File: config.mk
export PLATFORM = sky130hd
export DESIGN_NAME = nem_ohmux_sel_ctrl
export DESIGN_NICKNAME = d
export VERILOG_FILES = /design/src/rtl/nem_ohmux_sel_ctrl.sv
export SDC_FILE = /design/constraint.sdc
export NUM_CORES = 1
export LEC_CHECK = 0
export BUFFER_PORTS_ARGS = -buffer_cell sky130_fd_sc_hd__buf_2
export CORE_MARGIN = 1.5
export CORE_UTILIZATION = 40
export DETAILED_ROUTE_END_ITERATION = 16
export PLACE_DENSITY = 0.68
export SLEW_MARGIN = 15
export SYNTH_ARGS = -nofsm -noshare
export SYNTH_HDL_FRONTEND = slang
export SYNTH_SLANG_ARGS = --single-unit
File: constraint.sdc
create_clock -name CLK -period 3.4 [get_ports CLK]
set_input_delay 0.34 -clock CLK [delete_from_list [all_inputs] [get_ports CLK]]
set_output_delay 0.34 -clock CLK [all_outputs]
set_load 0.01 [all_outputs]
File: src/rtl/nem_ohmux_sel_ctrl.sv
// Round-robin select sequencer for a 4-input one-hot NEM-relay mux.
// Drives the relay selects with break-before-make timing.
module nem_ohmux_sel_ctrl #(
  parameter int N_IN    = 4,
  parameter int PI_CYC  = 5,
  parameter int REL_CYC = 3,
  parameter int CNT_W   = 8
) (
  input  logic            CLK,
  input  logic            RST,
  input  logic [N_IN-1:0] REQ,
  output logic [N_IN-1:0] S,
  output logic [N_IN-1:0] GNT,
  output logic [1:0]      OWNER,
  output logic            BUSY
);

  typedef enum logic [1:0] {IDLE, MAKE, HOLD, BREAK} state_t;

  localparam logic [CNT_W-1:0] PI_LOAD  = CNT_W'(PI_CYC - 1);
  localparam logic [CNT_W-1:0] REL_LOAD = CNT_W'(REL_CYC - 1);

  state_t           state_r;
  state_t           state_nxt;
  logic [CNT_W-1:0] cnt_r;
  logic [CNT_W-1:0] cnt_nxt;
  logic [1:0]       owner_nxt;
  logic [1:0]       pick_s;
  logic [N_IN-1:0]  s_nxt;
  logic [N_IN-1:0]  gnt_nxt;
  logic             busy_nxt;

  function automatic logic [N_IN-1:0] onehot(input logic [1:0] idx);
    return N_IN'(1) << idx;
  endfunction

  // First requester strictly after the last owner, wrapping around.
  function automatic logic [1:0] rr_pick(input logic [N_IN-1:0] req, input logic [1:0] last);
    logic [1:0] idx;
    logic [1:0] pick;
    logic       found;
    idx   = last;
    pick  = last;
    found = 1'b0;
    for (int k = 0; k < N_IN; k++) begin
      idx   = idx + 2'd1;
      pick  = (!found && req[idx]) ? idx : pick;
      found = found | req[idx];
    end
    return pick;
  endfunction

  assign pick_s = rr_pick(REQ, OWNER);

  // Next-state, counter and next registered output values.
  always_comb begin
    state_nxt = state_r;
    cnt_nxt   = cnt_r;
    owner_nxt = OWNER;
    s_nxt     = S;
    gnt_nxt   = {N_IN{1'b0}};
    busy_nxt  = 1'b1;
    case (state_r)
      IDLE: begin
        if (REQ != {N_IN{1'b0}}) begin
          owner_nxt = pick_s;
          s_nxt     = onehot(pick_s);
          cnt_nxt   = PI_LOAD;
          state_nxt = MAKE;
        end else begin
          s_nxt    = {N_IN{1'b0}};
          busy_nxt = 1'b0;
        end
      end
      MAKE: begin
        s_nxt = onehot(OWNER);
        if (cnt_r == {CNT_W{1'b0}}) begin
          gnt_nxt   = onehot(OWNER);
          state_nxt = HOLD;
        end else begin
          cnt_nxt = cnt_r - CNT_W'(1);
        end
      end
      HOLD: begin
        // Pull-in is already complete, so a drop here always goes through a full release.
        if (!REQ[OWNER]) begin
          s_nxt     = {N_IN{1'b0}};
          cnt_nxt   = REL_LOAD;
          state_nxt = BREAK;
        end else begin
          s_nxt   = onehot(OWNER);
          gnt_nxt = onehot(OWNER);
        end
      end
      BREAK: begin
        s_nxt = {N_IN{1'b0}};
        if (cnt_r == {CNT_W{1'b0}}) begin
          busy_nxt  = 1'b0;
          state_nxt = IDLE;
        end else begin
          cnt_nxt = cnt_r - CNT_W'(1);
        end
      end
      default: begin
        s_nxt     = {N_IN{1'b0}};
        busy_nxt  = 1'b0;
        cnt_nxt   = {CNT_W{1'b0}};
        state_nxt = IDLE;
      end
    endcase
  end

  // State, counter and output registers.
  always_ff @(posedge CLK or posedge RST) begin
    if (RST) begin
      state_r <= IDLE;
      cnt_r   <= {CNT_W{1'b0}};
      OWNER   <= 2'd3;
      S       <= {N_IN{1'b0}};
      GNT     <= {N_IN{1'b0}};
      BUSY    <= 1'b0;
    end else begin
      state_r <= state_nxt;
      cnt_r   <= cnt_nxt;
      OWNER   <= owner_nxt;
      S       <= s_nxt;
      GNT     <= gnt_nxt;
      BUSY    <= busy_nxt;
    end
  end

endmodule
==> flow_summary.json <==
{
  "route.detailed.drc": 0,
  "grt_first_pass_wirelength_um": 4330,
  "drt_first_iter_violations": 84,
  "syn_to_final_growth_pct": 9.44,
  "clock_skew_ns": 0.00256,
  "netlist_area_mm2": 0.00137,
  "synthFlopType": "dfrtp_1",
  "setup_viol": 0,
  "setup_tns_ns": 0,
  "synth_top_family_by_area": "compound AO/OA/AOI/OAI gates",
  "period_share": 0.731,
  "fp.coreArea_mm2": 0.00331,
  "synth_area_per_cell_um2": 9.41,
  "cts_resized": 0,
  "wl_per_cell_um": 12.9,
  "critical_path.slowest_cell": "dfstp_2",
  "synth-edff-count": 0,
  "cellPowerDensity_mw_per_mm2": 985,
  "worstSetupEndpointType": "flip-flop",
  "ff2ff_path_depth": 7,
  "cts.htree.levels": 1,
  "clockBufferDepth": 2,
  "synthTopCellsByCount": "19 x dfrtp_1, 18 x o21ai_0, 14 x nor2_1",
  "path_class": "reg2reg",
  "drv_cap": 0,
  "vias": 1112,
  "root_buffer": "clkbuf_4",
  "r2r_end": "S[0]",
  "diodes": 0,
  "total_leakage_power_nw": 0.698,
  "synth.most_common_cell": "dfrtp_1",
  "drt_first_pass_iters": 4,
  "yosys.area_share.simple": 0.189,
  "cp_max_fo": 14,
  "path_cells": "inv_1 -> ha_1 -> or3_1 -> o21ai_0 -> a211oi_1 -> o21ai_0 -> o21ai_0",
  "grt.overflow.total": 0,
  "die_w_um": 61.4,
  "finalWirelength_um": 2660,
  "grt_max_degree": 22,
  "grt_antenna_before_repair": 0,
  "final_core_util": 0.451,
  "grt_util_all_layers": 0.151,
  "worst_ep_required_time_ns": 3.59,
  "synthArstFlopShare": 1.00,
  "place.gp.congestion": 0.755,
  "yosys.area_share.adder": 0.0917,
  "hold_path_class": "in2async",
  "crit_path_start_kind": "flip-flop",
  "portBuffers": 16,
  "drive_above_1_share": 0.225,
  "hold_viol": 0,
  "netlist-cell-type-count": 43,
  "viasPerCell": 5.40,
  "slew_headroom": 0.485,
  "ys.warnings.count": 0,
  "r2r_slack_ns": 0.92,
  "initial_core_util": 0.412,
  "rsz0062_at_grt": "false",
  "drtAntennaViolNets": 0,
  "startpoint": "OWNER[0]",
  "r2r-start": "OWNER[0]",
  "path_clk_slew_ns": 0.12,
  "cts.sinks": 21,
  "vdd_drop_max_v": 0.000261,
  "crit_path_frequent_cell": "o21ai_0",
  "rows": 21,
  "ys_ff_latch": 21,
  "min_period_ns": 2.48,
  "synth_top_cell_area_share": 0.348,
  "synth-compound-area-share": 0.236,
  "ys_seq_area_frac": 0.387,
  "insertion_delay_ns": 0.31,
  "cts_tree": "built",
  "max_freq_mhz": 402,
  "synth_area_leaders": "dfrtp_1 35%, ha_1 9.2%, o21ai_0 6.6%",
  "synthMuxAreaShare": 0.0403,
  "status": "finished clean",
  "die_height_um": 61.4,
  "cts_setup_buffers": 0,
  "synthXorXnorAreaFrac": 0,
  "io_pins": 17,
  "die_area_mm2": 0.00377,
  "tightestPinTransition_ns": 0.771,
  "max_stage_delay_ns": 0.69,
  "grt_pass1_vias": 1026,
  "dp_hpwl_um": 1970,
  "hold_buffers": 0,
  "nets": 177,
  "synth_top_area_cell": "dfrtp_1",
  "netlist_instances": 145,
  "critPathArrivalTime_ns": 2.67,
  "slew_viol_final": 0,
  "cts-buffers-inserted": 3,
  "syn_nets": 161
}
==> cells in the final DEF (no fill, tap or decap), types with 2 or more instances in the layout <==
cell type,synthesis,routed
dfrtp_1,19,19
o21ai_0,18,18
buf_2,2,16
nor2_1,14,14
nand2_1,12,12
inv_1,11,11
ha_1,10,10
a21oi_1,5,5
and2_1,5,5
nor2b_1,3,3
o21ai_1,3,3
clkbuf_4,0,3
dfstp_2,2,2
or4_1,2,2
mux2_2,2,2
o31ai_1,2,2
nand2b_1,2,2
a211oi_1,2,2
nor3_1,2,2
a22o_1,2,2
a31oi_1,2,2
o41ai_2,2,2
==> final cells by class <==
cell class              count  area (µm²)
well taps                  46        57.6
fillers                   349        1820
inverters                  11        41.3
multi-input cells         108         759
repair buffers             16        80.1
clock buffers               3        22.5
flip-flops and latches     21         528
clock inverters             1        5.00
==> worst max-delay path: cells and delay by family (launching register included) <==
family                   cells  cell delay, ns
AO/OA/AOI/OAI                4            0.76
AND/OR/NAND/NOR              1            0.33
adder cells (fa/ha/maj)      1            0.41
flip-flops                   1            0.69
buffers and inverters        1            0.16
==> stage by stage <==
stage / area [µm²] / hold WS [ns] / total power [W] / setup WS [ns] / instances
after floorplan: 1370 / 0.315 / 0.00115 / 1.12 / 145
after global placement: 1470 / 0.488 / 0.00131 / 1.09 / 202
after detailed placement: 1470 / 0.489 / 0.00135 / 0.958 / 202
after CTS: 1490 / 0.175 / 0.00147 / 0.937 / 206
after global routing: 1490 / 0.235 / 0.00161 / 0.690 / 206
final: 1490 / 0.146 / 0.00147 / 0.915 / 206
==> how the worst max path moves through the flow <==
stage	to	slack [ns]	depth (start not counted)
after floorplan	OWNER[1]	1.12	8
after global placement	S[0]	1.09	7
after detailed placement	S[0]	0.96	7
after CTS	S[0]	0.94	7
after global routing	S[0]	0.69	7
final	S[0]	0.92	7
==> power breakdown <==
part,switching [W],internal (W)
registers,0.000114,0.000360
clock network,0.0000786,0.0000440
logic,0.000499,0.000375
==> sequential cells by signal, indices dropped and copies added, names as in the netlist <==
register  count
BUSY          1
S             4
cnt_r         8
state_r       2
OWNER         2
GNT           4
==> layer usage <==
| metal | part of all wire | wire [µm] | track usage | up-vias |
|---|---|---|---|---|
| li1 | - | - | - | 546 |
| met1 | 0.49 | 1310 | 0.199 | 531 |
| met2 | 0.47 | 1240 | 0.255 | 32 |
| met3 | 0.033 | 88 | 0.0189 | 3 |
| met4 | 0.0083 | 22 | 0.0517 | 0 |
| met5 | 0 | 0 | 0 | - |
==> logic make-up after synthesis <==
group	count (synthesis)
AND/OR/NAND/NOR	49
AO/OA/AOI/OAI	45
flip-flops	21
buffers and inverters	16
adder cells (fa/ha/maj)	10
multiplexers	4
Note: power is estimated with default switching activity, not from simulation.
